<file path="src/rtl/spart_pkg.sv">
// Shared SPART definitions: transmitter FSM states and the frame/timing constants
// used by the transmitter, receiver and baud generator.
package spart_pkg;

    typedef enum logic [2:0] {
        IDLE,
        START,
        DATA,
        PARITY,
        STOP
    } tx_state_t;

    localparam int unsigned SPART_OVERSAMPLE    = 16;
    localparam int unsigned SPART_DATA_BITS     = 8;
    localparam int unsigned SPART_TX_FIFO_DEPTH = 4;

endpackage

</file>
<file path="src/rtl/spart_tx_if.sv">
// Bus-interface side of the SPART transmitter: write strobe, data byte and
// the transmit-buffer-ready status returned to the status register.
import spart_pkg::*;

interface spart_tx_if #(
    parameter int unsigned DATA_BITS = SPART_DATA_BITS
) ();
    logic                 wrt_tx;
    logic [DATA_BITS-1:0] data_in;
    logic                 tbr;

    modport master (output wrt_tx, output data_in, input tbr);
    modport slave  (input wrt_tx, input data_in, output tbr);
endinterface

</file>
<file path="src/rtl/spart_tx_fifo.sv">
// Synchronous first-word-fall-through FIFO holding bytes awaiting transmission.
// Pushes while full and pops while empty are ignored; DEPTH must be a power of two.
module spart_tx_fifo #(
    parameter int unsigned DEPTH = 4,
    parameter int unsigned WIDTH = 8
) (
    input  logic                     clk,
    input  logic                     rst,
    input  logic                     push,
    input  logic                     pop,
    input  logic [WIDTH-1:0]         din,
    output logic [WIDTH-1:0]         dout,
    output logic                     full,
    output logic                     empty,
    output logic [$clog2(DEPTH):0]   count
);
    localparam int unsigned AW = $clog2(DEPTH);
    localparam int unsigned CW = AW + 1;

    logic [WIDTH-1:0] mem [DEPTH];
    logic [AW-1:0]    wr_ptr;
    logic [AW-1:0]    rd_ptr;
    logic             push_ok;
    logic             pop_ok;

    assign full    = (count == CW'(DEPTH));
    assign empty   = (count == '0);
    assign push_ok = push && !full;
    assign pop_ok  = pop && !empty;
    assign dout    = mem[rd_ptr];

    // Pointers wrap naturally because DEPTH is a power of two.
    always_ff @(posedge clk or posedge rst) begin
        if (rst) begin
            wr_ptr <= '0;
            rd_ptr <= '0;
            count  <= '0;
        end else begin
            if (push_ok)
                wr_ptr <= wr_ptr + 1'b1;
            if (pop_ok)
                rd_ptr <= rd_ptr + 1'b1;
            case ({push_ok, pop_ok})
                2'b10:   count <= count + 1'b1;
                2'b01:   count <= count - 1'b1;
                default: count <= count;
            endcase
        end
    end

    always_ff @(posedge clk) begin
        if (push_ok)
            mem[wr_ptr] <= din;
    end

endmodule

</file>
<file path="src/rtl/spart_tx.sv">
// SPART transmitter: queues bus writes and serialises them LSB first as 8N1 on txd.
// Define SPART_TX_PARITY_EN to insert an even-parity bit before the stop bit (8E1).
import spart_pkg::*;

module spart_tx #(
    parameter int unsigned FIFO_DEPTH = SPART_TX_FIFO_DEPTH,
    parameter int unsigned OVERSAMPLE = SPART_OVERSAMPLE,
    parameter int unsigned DATA_BITS  = SPART_DATA_BITS
) (
    input  logic        clk,
    input  logic        rst,
    input  logic        enable,
    spart_tx_if.slave   bus,
    output logic        txd
);
    localparam int unsigned TW = $clog2(OVERSAMPLE);
    localparam int unsigned BW = $clog2(DATA_BITS);
    localparam int unsigned CW = $clog2(FIFO_DEPTH) + 1;
    localparam logic [TW-1:0] TICK_LAST = TW'(OVERSAMPLE - 1);
    localparam logic [BW-1:0] BIT_LAST  = BW'(DATA_BITS - 1);

    tx_state_t            state;
    tx_state_t            state_nxt;
    logic [TW-1:0]        tick_cnt;
    logic [BW-1:0]        bit_cnt;
    logic [DATA_BITS-1:0] shift;
    logic                 txd_nxt;
    logic                 pop;
    logic                 bit_done;

    logic [DATA_BITS-1:0] fifo_dout;
    logic                 fifo_full;
    logic                 fifo_empty;
    logic [CW-1:0]        fifo_count;

`ifdef SPART_TX_PARITY_EN
    logic                 parity_bit;
`endif

    spart_tx_fifo #(
        .DEPTH (FIFO_DEPTH),
        .WIDTH (DATA_BITS)
    ) u_fifo (
        .clk   (clk),
        .rst   (rst),
        .push  (bus.wrt_tx && !fifo_full),
        .pop   (pop),
        .din   (bus.data_in),
        .dout  (fifo_dout),
        .full  (fifo_full),
        .empty (fifo_empty),
        .count (fifo_count)
    );

    assign bus.tbr  = (fifo_count != CW'(FIFO_DEPTH));
    assign bit_done = enable && (tick_cnt == TICK_LAST);

    always_ff @(posedge clk or posedge rst) begin
        if (rst)
            state <= IDLE;
        else
            state <= state_nxt;
    end

    // txd_nxt is decoded from the current state and registered, so the line
    // trails the state by one clk but every bit keeps its full length.
    always_comb begin
        state_nxt = state;
        pop       = 1'b0;
        txd_nxt   = 1'b1;
        case (state)
            IDLE: begin
                txd_nxt = 1'b1;
                if (!fifo_empty) begin
                    pop       = 1'b1;
                    state_nxt = START;
                end
            end
            START: begin
                txd_nxt = 1'b0;
                if (bit_done)
                    state_nxt = DATA;
            end
            DATA: begin
                txd_nxt = shift[0];
                if (bit_done && (bit_cnt == BIT_LAST)) begin
`ifdef SPART_TX_PARITY_EN
                    state_nxt = PARITY;
`else
                    state_nxt = STOP;
`endif
                end
            end
`ifdef SPART_TX_PARITY_EN
            PARITY: begin
                txd_nxt = parity_bit;
                if (bit_done)
                    state_nxt = STOP;
            end
`endif
            STOP: begin
                txd_nxt = 1'b1;
                if (bit_done)
                    state_nxt = IDLE;
            end
            default: begin
                txd_nxt   = 1'b1;
                state_nxt = IDLE;
            end
        endcase
    end

    always_ff @(posedge clk or posedge rst) begin
        if (rst) begin
            tick_cnt <= '0;
            bit_cnt  <= '0;
            shift    <= '0;
            txd      <= 1'b1;
        end else begin
            txd <= txd_nxt;
            if (pop) begin
                shift    <= fifo_dout;
                tick_cnt <= '0;
                bit_cnt  <= '0;
            end else if (state != IDLE && enable) begin
                tick_cnt <= bit_done ? '0 : tick_cnt + 1'b1;
                if (state == DATA && bit_done) begin
                    shift   <= shift >> 1;
                    bit_cnt <= bit_cnt + 1'b1;
                end
            end
        end
    end

`ifdef SPART_TX_PARITY_EN
    always_ff @(posedge clk or posedge rst) begin
        if (rst)
            parity_bit <= 1'b0;
        else if (pop)
            parity_bit <= ^fifo_dout;
    end
`endif

endmodule

</file>
<file path="src/flat_wrapper.sv">
// flat-port wrapper written by rule: the top's interface ports become plain ports
module spart_tx_flat 
#(
    parameter int unsigned FIFO_DEPTH = SPART_TX_FIFO_DEPTH,
    parameter int unsigned OVERSAMPLE = SPART_OVERSAMPLE,
    parameter int unsigned DATA_BITS  = SPART_DATA_BITS
)
  (clk, rst, enable, txd, bus_wrt_tx, bus_data_in, bus_tbr);
  spart_tx_if #(.DATA_BITS(DATA_BITS)) bus_i ();
  input  logic clk;
  input  logic rst;
  input  logic enable;
  output logic txd;
  input wire logic [$bits(bus_i.wrt_tx)-1:0] bus_wrt_tx;
  input wire logic [$bits(bus_i.data_in)-1:0] bus_data_in;
  output wire logic [$bits(bus_i.tbr)-1:0] bus_tbr;
  assign bus_i.wrt_tx = bus_wrt_tx;
  assign bus_i.data_in = bus_data_in;
  assign bus_tbr = bus_i.tbr;
  spart_tx #(.FIFO_DEPTH(FIFO_DEPTH), .OVERSAMPLE(OVERSAMPLE), .DATA_BITS(DATA_BITS)) u_core (.clk(clk), .rst(rst), .enable(enable), .bus(bus_i), .txd(txd));
endmodule
</file>
<file path="config.mk">
export PLATFORM = sky130hd
export DESIGN_NAME = spart_tx_flat
export DESIGN_NICKNAME = d
export VERILOG_FILES = /design/src/rtl/spart_pkg.sv /design/src/rtl/spart_tx_if.sv /design/src/rtl/spart_tx_fifo.sv /design/src/rtl/spart_tx.sv /design/src/flat_wrapper.sv
export SDC_FILE = /design/constraint.sdc
export NUM_CORES = 1
export LEC_CHECK = 0
export ABC_AREA = 1
export ABC_CLOCK_PERIOD_IN_PS = 1910
export CAP_MARGIN = 15
export CORE_AREA = 2 2 75 77
export CTS_CLUSTER_SIZE = 10
export DETAILED_ROUTE_END_ITERATION = 6
export DIE_AREA = 0 0 77 79
export PLACE_DENSITY_LB_ADDON = 0.05
export SYNTH_ARGS = -nofsm -noshare
export SYNTH_HDL_FRONTEND = slang
export SYNTH_SLANG_ARGS = --single-unit
export TNS_END_PERCENT = 1
</file>
<file path="constraint.sdc">
create_clock -name clk -period 1.91 [get_ports clk]
set_input_delay 0.4775 -clock clk [delete_from_list [all_inputs] [get_ports clk]]
set_output_delay 0.4775 -clock clk [all_outputs]
set_load 0.01 [all_outputs]
</file>
==> impl.org <==
** Synthesis
- Summing the areas of all compound-gate instances in the mapped netlist gives 3.263% of the synthesized area.
- The synthesized netlist devotes 4.476% of its cell area to adder and majority cells.
- #FFs+latches synth :: 58
- Area share of xor/xnor cells in the synthesized design :: 1.305%
- After technology mapping, the gate count stands at 276.
- For this run, the register share of the synthesized area comes to 60.09%.
- After synthesis, the largest family of logic cells by area is simple AND/OR/NAND/NOR gates.
- Of the total synthesized cell area, the portion taken by AND, OR, NAND and NOR gates is 23.78%.
- In this run, distinct cell masters in the synthesized netlist total 27.
- Avg Inst Size Synth :: 9.724 µm²
- The mapped netlist covers 2684 µm².
- For this run, the number of Yosys warnings is 0.
- Of the post-synthesis cell area, the part taken by muxes is 0%.
- When the netlist entered floorplanning its net count stood at 297.

** Die
- Core footprint :: 5338 µm²
- Die Area :: 6083 µm²
- Number of core rows :: 27
- 14 I/O pins were placed.
- Die Span X :: 77 µm
- The die is 79 µm tall.
- Initial core utilization :: 50.28%

** Clock network
- Clk root buf :: sky130_fd_sc_hd__clkbuf_8
- The H-tree was split into 3 levels.
- Buffers inserted during clock tree synthesis total 9.
- Counting along the longest clock path gives a buffer depth of 2.
- Clock-pin slew was measured on the worst setup and hold paths at 0.07 ns.
- For this design, the sink count on the clock tree is 58.
- Later-pin clock latency in the skew report :: 0.34 ns
- CTS tree :: done
- The number of hold buffers added after CTS was 0.

** Status
- Status :: finished clean

** STA
- Skew final :: 0.008800 ns
- Hold Slack :: 0.4771 ns
- Setup repair after global routing missed its margin :: no
- Number of slew-limit violations in the final report :: 0
- Final clock period utilization by the worst path :: 96.59%
- Headroom to the max-slew limit came out at 68.01%.
- Count of final setup violators :: 0
- Actual slew at the worst max-slew pin :: 0.4794 ns
- FMAX :: 542.0 MHz
- Period minus WS final :: 1.845 ns
- Number of hold-slack violations in the final timing report :: 0
- For the final routed database, the setup TNS stands at 0 ns.

** Final layout
- Final layout net count :: 333
- Top library cells by usage in the layout, fill and taps aside :: sky130_fd_sc_hd__nand2_1, sky130_fd_sc_hd__inv_1, sky130_fd_sc_hd__edfxtp_1
- With fillers left out, the area of the finished cells amounts to 3207 µm².
- Synth-to-Final Area Change :: 19.49%
- Final design utilization :: 60.08%
- Final instance count without filler cells :: 389
- Layout fillers :: 502
- Leaving out fill and tap cells, the most frequent cell in the layout is sky130_fd_sc_hd__nand2_1.
- Cells with a size suffix above 1 make up 15.77% of the layout.
- The number of antenna diodes in the final layout is 0.

** Placement
- The congestion estimate from routability-driven global placement came to 0.7660.
- The placed instances occupy a cell area of 2979 µm².
- In this run, placement finished with an instance count of 371.
- HPWL reported at the end of detailed placement :: 3228 µm
- Input and output buffers added on the ports amount to 13.

** Hold path
- Hold Path Class :: flip-flop to flip-flop

** Critical path
- For the worst setup path, the data arrival time is 1.37 ns.
- STA puts the critical path data required time at 1.43 ns.
- Crit path max-delay cell type :: sky130_fd_sc_hd__clkdlybuf4s50_1
- Classification of the worst setup path :: flip-flop to primary output
- Sort of element at the end of the critical path :: primary output
- Cell family with the largest share of critical-path delay :: buffers and inverters
- Critical Path Fanout Max :: 1
- Cell breakdown of the critical path :: clkdlybuf4s50_1
- Max stage delay on crit path :: 0.52 ns
- Together, buffers and inverters on the worst path number 1.
- CP startpoint kind :: flip-flop

** Detailed routing
- WL per Instance :: 12.34 µm
- In the routed design, unresolved DRC markers number 0.
- The highest metal layer carrying signal wires in the routed design is met4.
- The first detailed-routing pass ran for 4 iterations.
- Sum of routed wire length over all layers :: 4799 µm
- Detailed routing placed a total of 2331 µm of wire on met2.
- The detailed router placed 1,873 vias in this run.
- Via density per instance :: 4.815
- ANT nets after route :: 0
- In the detailed route, the total length drawn on met3 is 184 µm.
- Starting DRT DRC Count :: 119
- M1 wire length :: 2189 µm

** Global route
- Global-route wire length before repair :: 8286 µm
- The via count of the first global-routing pass came to 1,772.
- Number of antenna violations at the first check in global routing :: 0
- Entering global routing, the biggest net connects 27 pins.
- Global routing used 18.22% of the available tracks across all layers.
- Global routing finished with a remaining overflow of 0.

** Power and ir drop
- VDD sags by at most 808.0 µV.
- In this run the static leakage power is 0.001492 µW.
- Cell area power density :: 1589 nW/µm²

** Flow run
- The tool flagged a number of max-cap violations equal to 0.
[cell usage after synthesis]
library cell | n | area (µm²)
sky130_fd_sc_hd__nand2_1 | 90 | 337.8
sky130_fd_sc_hd__a21oi_1 | 6 | 30.03
sky130_fd_sc_hd__xor2_1 | 3 | 26.28
sky130_fd_sc_hd__nor3_1 | 1 | 5.000
sky130_fd_sc_hd__o21a_1 | 1 | 7.510
sky130_fd_sc_hd__xnor2_1 | 1 | 8.760
sky130_fd_sc_hd__fa_1 | 1 | 20.02
sky130_fd_sc_hd__edfxtp_1 | 32 | 960.9
sky130_fd_sc_hd__nor2_1 | 12 | 45.04
sky130_fd_sc_hd__o21ai_0 | 8 | 40.04
sky130_fd_sc_hd__nand3_1 | 29 | 145.1
sky130_fd_sc_hd__nor2_4 | 2 | 22.52
sky130_fd_sc_hd__inv_2 | 2 | 7.510
sky130_fd_sc_hd__dfstp_2 | 1 | 26.28
sky130_fd_sc_hd__nand2_2 | 4 | 25.02
sky130_fd_sc_hd__buf_4 | 3 | 22.52
sky130_fd_sc_hd__buf_6 | 2 | 22.52
sky130_fd_sc_hd__buf_2 | 2 | 10.01
sky130_fd_sc_hd__nor2_2 | 1 | 6.260
sky130_fd_sc_hd__nand2_4 | 2 | 22.52
sky130_fd_sc_hd__dfrtp_1 | 25 | 625.6
sky130_fd_sc_hd__clkinv_1 | 1 | 3.750
sky130_fd_sc_hd__nand3_2 | 1 | 10.01
sky130_fd_sc_hd__inv_1 | 33 | 123.9
sky130_fd_sc_hd__nand4_1 | 3 | 18.77
sky130_fd_sc_hd__ha_1 | 8 | 100.1
sky130_fd_sc_hd__o21ai_1 | 2 | 10.01
[cell families (layout without fill, tap and decap cells)]
group | count (synthesis) | in the layout
xor+xnor | 4 | 4
buf+inv | 43 | 84
flops | 58 | 58
compound gates | 17 | 17
fa+ha+maj | 9 | 9
simple gates | 145 | 145
[report_power, final]
part | switching [µW] | leakage (µW) | internal, µW
clock network | 528 | 0.0000962 | 610
registers | 195 | 0.000615 | 1740
logic | 1230 | 0.000781 | 787
[through the flow]
stage / power [µW] / worst slack (ns)
3_3_place_gp: 3902 / -0.1250
5_1_grt: 5557 / 0.01290
3_5_place_dp: 3943 / -0.1808
6_report: 5097 / 0.06508
4_1_cts: 5088 / 0.03327
2_1_floorplan: 3401 / 0.01117
[cell type report]
class                           instances  area (µm²)  share of cell area [%]
Clock inverter                          7       76.32                   2.380
Multi-Input combinational cell        175       897.1                   27.97
Sequential cell                        58        1613                   50.29
Tap cell                               72       90.09                   2.809
Inverter                               36       135.1                   4.214
Clock buffer                            9       123.9                   3.863
Timing Repair Buffer                   32       271.5                   8.467
[flip-flops by register name (all words and copies together) (netlist names)]
name	flops
u_core.tick_cnt	4
u_core.u_fifo.wr_ptr	2
u_core.u_fifo.count	3
u_core.shift	8
u_core.u_fifo.mem	32
u_core.u_fifo.rd_ptr	2
u_core.txd	1
u_core.bit_cnt	3
u_core.state	3
[final timing paths]
| check | start | to | slack [ns] | cells past startpoint |
|---|---|---|---|---|
| setup / recovery | u_core.txd | txd | 0.07 | 1 |
| hold / removal | u_core.shift[1] | u_core.shift[1] | 0.48 | 2 |
| setup reg to reg | u_core.state[0] | u_core.u_fifo.count[2] | 0.13 | 9 |
| hold reg to reg | u_core.shift[1] | u_core.shift[1] | 0.48 | 2 |
| max in group asynchronous | rst | u_core.txd | 1.11 | 3 |
| min in group asynchronous | rst | u_core.tick_cnt[3] | 0.49 | 3 |
[routing by layer]
layer	track usage (%)	vias to the layer above
met1	22.58	873
met3	3.750	9
li1	-	959
met5	0	-
met2	29.82	32
met4	10.71	0
[timing repair]
action	4_1_cts	5_1_grt
pin swaps	0	4
setup buffers	0	2
setup endpoints to repair	1	1
gates resized for setup	1	3
Note: power is estimated with default switching activity, not from simulation.
